## config.mk

```make
export PLATFORM = sky130hd
export DESIGN_NAME = logical_solver
export DESIGN_NICKNAME = d
export VERILOG_FILES = /design/src/rtl/logical_solver.sv
export SDC_FILE = /design/constraint.sdc
export NUM_CORES = 1
export LEC_CHECK = 0
export CORE_ASPECT_RATIO = 0.75
export CORE_UTILIZATION = 52
export CTS_BUF_LIST = sky130_fd_sc_hd__clkbuf_8 sky130_fd_sc_hd__clkbuf_16
export CTS_CLUSTER_DIAMETER = 30
export CTS_CLUSTER_SIZE = 40
export DETAILED_ROUTE_END_ITERATION = 8
export GPL_TIMING_DRIVEN = 0
export PLACE_DENSITY = 0.78
export SLEW_MARGIN = 5
export SYNTH_ARGS = -nofsm -noshare
export SYNTH_HDL_FRONTEND = slang
export SYNTH_SLANG_ARGS = --single-unit
```

## constraint.sdc

```tcl
create_clock -name clk -period 4.8 [get_ports clk]
set_input_delay 1.44 -clock clk [delete_from_list [all_inputs] [get_ports clk]]
set_output_delay 1.44 -clock clk [all_outputs]
set_load 0.01 [all_outputs]
```

## src/rtl/logical_solver.sv

```systemverilog
// Enumerates every {A,B,C,D,E,F} tuple whose predicate matches the target.
// Optional abort input under LOGICAL_SOLVER_ABORT_EN.
module logical_solver #(
  parameter int W     = 3,
  parameter int CNT_W = 6*W+1
) (
  input  logic             clk,
  input  logic             rst,
  input  logic             start,
  input  logic             target,
  input  logic [CNT_W-1:0] max_count,
`ifdef LOGICAL_SOLVER_ABORT_EN
  input  logic             abort,
`endif
  output logic             out_valid,
  input  logic             out_ready,
  output logic [W-1:0]     out_a,
  output logic [W-1:0]     out_b,
  output logic [W-1:0]     out_c,
  output logic [W-1:0]     out_d,
  output logic [W-1:0]     out_e,
  output logic [W-1:0]     out_f,
  output logic             busy,
  output logic             done,
  output logic [CNT_W-1:0] match_count
);

  localparam int CW = 6*W;

  typedef enum logic [1:0] {
    IDLE,
    SEARCH,
    EMIT,
    DONE
  } state_e;

  state_e           state_q, state_d;
  logic [CW-1:0]    cnt_q, cnt_d;
  logic [CW-1:0]    tup_q, tup_d;
  logic [CNT_W-1:0] max_q, max_d;
  logic [CNT_W-1:0] mc_q, mc_d;
  logic             tgt_q, tgt_d;
  logic             vld_q, vld_d;

  logic [W-1:0] fa, fb, fc, fd, fe, ff;
  logic         pred, last, xfer, quota;

  assign fa = cnt_q[6*W-1 -: W];
  assign fb = cnt_q[5*W-1 -: W];
  assign fc = cnt_q[4*W-1 -: W];
  assign fd = cnt_q[3*W-1 -: W];
  assign fe = cnt_q[2*W-1 -: W];
  assign ff = cnt_q[W-1 -: W];

  assign pred  = (fa == fb) && ((fc > fd) || !(fe < ff));
  assign last  = &cnt_q;
  assign xfer  = vld_q && out_ready;
  assign quota = (max_q != '0) && (mc_q + 1'b1 == max_q);

  always_comb begin
    state_d = state_q;
    cnt_d   = cnt_q;
    tup_d   = tup_q;
    max_d   = max_q;
    mc_d    = mc_q;
    tgt_d   = tgt_q;
    vld_d   = vld_q;
    unique case (state_q)
      IDLE: begin
        if (start) begin
          tgt_d   = target;
          max_d   = max_count;
          cnt_d   = '0;
          mc_d    = '0;
          state_d = SEARCH;
        end
      end
      SEARCH: begin
        if (pred == tgt_q) begin
          tup_d   = cnt_q;
          vld_d   = 1'b1;
          state_d = EMIT;
        end else if (last) begin
          state_d = DONE;
        end else begin
          cnt_d = cnt_q + 1'b1;
        end
      end
      EMIT: begin
        if (xfer) begin
          mc_d  = mc_q + 1'b1;
          vld_d = 1'b0;
          if (quota || last) begin
            state_d = DONE;
          end else begin
            cnt_d   = cnt_q + 1'b1;
            state_d = SEARCH;
          end
        end
      end
      DONE: state_d = IDLE;
      default: state_d = IDLE;
    endcase
`ifdef LOGICAL_SOLVER_ABORT_EN
    // abort wins over a same-cycle transfer, so that transfer is not counted
    if (abort && (state_q == SEARCH || state_q == EMIT)) begin
      state_d = DONE;
      vld_d   = 1'b0;
      mc_d    = mc_q;
      cnt_d   = cnt_q;
    end
`endif
  end

  always_ff @(posedge clk) begin
    if (rst) begin
      state_q <= IDLE;
      cnt_q   <= '0;
      tup_q   <= '0;
      max_q   <= '0;
      mc_q    <= '0;
      tgt_q   <= 1'b0;
      vld_q   <= 1'b0;
    end else begin
      state_q <= state_d;
      cnt_q   <= cnt_d;
      tup_q   <= tup_d;
      max_q   <= max_d;
      mc_q    <= mc_d;
      tgt_q   <= tgt_d;
      vld_q   <= vld_d;
    end
  end

  assign out_valid   = vld_q;
  assign out_a       = tup_q[6*W-1 -: W];
  assign out_b       = tup_q[5*W-1 -: W];
  assign out_c       = tup_q[4*W-1 -: W];
  assign out_d       = tup_q[3*W-1 -: W];
  assign out_e       = tup_q[2*W-1 -: W];
  assign out_f       = tup_q[W-1 -: W];
  assign busy        = (state_q == SEARCH) || (state_q == EMIT);
  assign done        = (state_q == DONE);
  assign match_count = mc_q;

endmodule

```

==> reports/metrics.cfg <==
[setup_path]
worstRegToRegCells = 11
r2r-end = cnt_q[12]$_SDFFE_PP0P_
slowest_stage = nor4_1
cp_max_fo = 10
crit_arrival_ns = 3.83
cpPeakStageDelay_ns = 0.73
end_kind = register
crit_buf_inv = 2
path_cells = inv_1 > ha_1 > nor2b_1 > o21ai_0 > a32oi_1 > o2111a_1 > nor4_1 > a21oi_2 > nor3_2 > buf_6 > a32o_1
cp.depth = 11
crit_required_ns = 5.09
path_class = reg -> reg
reg2reg_from = cnt_q[7]$_SDFFE_PP0P_
path_delay_family = simple AND/OR/NAND/NOR gates
critPathLaunchType = register
rrSetupSlack_ns = 1.26

[status]
status = finished, final reports clean

[finish]
area_delta_synth_final_pct = 24.3
n_fill_cell = 743
final_cells = 757
seq_area_mm2 = 0.00156
multi_input_area_mm2 = 0.00272
n_antenna_cell = 0
final_nets = 682
drive_gt1_frac = 0.0693
design_area_mm2 = 0.00565

[sta]
setup_tns_ns = 0
tightest_slew_ns = 0.869
max_slew_margin = 0.417
drv_slew = 0
fmax_mhz = 282
hold_violations = 0
setup_violations = 0
hold_ws_ns = 0.494
rsz0062_at_grt = false
period_minus_slack_ns = 3.54
fin_crit_sh = 0.738
finClkSkew_ns = 0.0111

[die]
start_util = 0.537
die_area_mm2 = 0.00912
die_x_um = 110
fp-row-count = 29
fp.dieH_um = 83.0
ios = 64
coreArea_mm2 = 0.00845

[global_route]
grt_pass1_wl_mm = 22.0
antenna_found_initial = 0
grt_max_degree = 14
grt_overflow = 0
first_global_vias = 4272
grtUsageTotal = 0.316

[placement]
port_buffers = 62
placed_area_mm2 = 0.00530
dp.cells = 742
place.gp.congestion = 0.924
hpwl_mm = 10.0

[yosys]
synth-main-ff-cell = dfxtp_1
synth.distinct_cells = 57
yosysTopAreaCell = dfxtp_1
synth_nets = 609
synthCells = 572
synth_edf_count = 0
yosysMostFrequentCell = dfxtp_1
yosysTopAreaCellShare = 0.344
synthTopCellsByArea = dfxtp_1, a21oi_1, nand2_1
syn_area_mm2 = 0.00454
synth_area_per_cell_um2 = 7.94
postSynth.asyncResetShare = 0
synth_seq_cells = 78
yosysWarnings = 0
yosysSeqAreaShare = 0.344
synth_commonest_cells = dfxtp_1, a21oi_1, nand2_1, nor2_1, clkbuf_1

[clocking]
postCtsHoldBufs = 0
cts_resized = 0
clkSlewWorstSetupHoldPaths_ns = 0.07
cts.sinks = 78
clock_latency_ns = 0.34
cts_setup_buffers = 0
root_buffer = clkbuf_16
cts_buffer_depth = 2
cts_tree = built
htreeDepth = 3
cts_buffers = 9

[power_and_ir_drop]
irDropWorstVdd_v = 0.000244
p_per_area_mw_per_mm2 = 407
p_leak_uw = 0.00206

[drt]
wl_per_cell_um = 18.2
via_count = 4622
vias_per_cell = 6.11
drt_iter0_markers = 537
first_pass_iters = 5
drtAntennaViolNets = 0
finalWirelength_mm = 13.7
drc_errors = 0

[worst_hold_path]
min_delay_path_depth = 2
holdCritPathClass = reg -> reg
worstHoldEndpoint = max_q[18]$_SDFFE_PP0P_
hold_path_startpoint = max_q[18]$_SDFFE_PP0P_

[flow_run]
cap_viol_max_count = 0

-- state kept, by name (all words and copies together), names as in the netlist --
signal       flops
tup_q           18
max_q           19
out_valid        1
cnt_q           18
state_q          2
match_count     19
tgt_q            1
-- power by group --
group / leakage (uW) / total, uW / switching, uW / internal, uW
logic: 0.00126 / 737 / 476 / 260
clock network: 0.000169 / 807 / 285 / 521
registers: 0.000632 / 753 / 62.8 / 690
-- final cells by class --
| class | instances | share of cell area |
|---|---|---|
| clock buffer | 10 | 0.0423 |
| tap | 108 | 0.0239 |
| timing repair buffer | 62 | 0.110 |
| multi-input combinational | 431 | 0.481 |
| inverter | 22 | 0.0146 |
| clock inverter | 5 | 0.0191 |
| sequential | 78 | 0.277 |
| buffer | 41 | 0.0326 |
-- routing by layer --
layer	wire, um	track usage
met1	6430	0.483
met2	5500	0.415
met3	1600	0.101
met4	214	0.0897
met5	0	0
-- worst max-delay path by stage --
stage | startpoint | endpoint | slack (ns)
after floorplan | out_ready | cnt_q[11]$_SDFFE_PP0P_ | 2.04
after global placement | out_ready | match_count[11]$_SDFFE_PP0P_ | 1.12
after detailed placement | out_ready | match_count[1]$_SDFFE_PP0P_ | 1.09
after CTS | cnt_q[7]$_SDFFE_PP0P_ | cnt_q[12]$_SDFFE_PP0P_ | 1.38
after global routing | cnt_q[7]$_SDFFE_PP0P_ | tup_q[17]$_SDFFE_PP0P_ | 1.13
final | cnt_q[7]$_SDFFE_PP0P_ | cnt_q[12]$_SDFFE_PP0P_ | 1.26
-- placed cells by master, fill, tap and decap left out, types with 6 or more instances in the layout --
cell / n
dfxtp_1: 78
a21oi_1: 65
clkdlybuf4s50_1: 62
nand2_1: 59
nor2_1: 56
clkbuf_1: 30
nor3_1: 23
inv_1: 22
xnor2_1: 22
o21ai_0: 17
nor4_1: 14
nand4_1: 13
ha_1: 13
xor2_1: 12
nand3_1: 11
a311oi_2: 10
nor2b_1: 9
mux2i_1: 9
or3_1: 9
a31o_1: 9
clkbuf_16: 9
and4_1: 6
nor3b_1: 6
-- kinds of logic (layout without fill, tap and decap cells) --
group,after synthesis,count (layout),share of synthesized area
simple gates,233,233,0.262
compound gates,142,142,0.215
flops,78,78,0.344
buf+inv,63,140,0.0587
xor+xnor,34,34,0.0655
fa+ha+maj,13,13,0.0358
mux,9,9,0.0198
-- stage by stage --
step	total power [uW]	util	setup slack (ns)
2_1_floorplan	1260	-	2.04
3_3_place_gp	1450	0.627	1.12
3_5_place_dp	1470	0.627	1.09
4_1_cts	2280	0.668	1.38
5_1_grt	2390	0.668	1.13
6_report	2300	0.668	1.26
-- worst reg2reg max path: stages, from the launching register on --
cell	delay (ns)
dfxtp_1	0.39
inv_1	0.18
ha_1	0.34
nor2b_1	0.13
o21ai_0	0.14
a32oi_1	0.16
o2111a_1	0.30
nor4_1	0.73
a21oi_2	0.15
nor3_2	0.55
buf_6	0.24
a32o_1	0.18
Note: power is estimated with default switching activity, not from simulation.
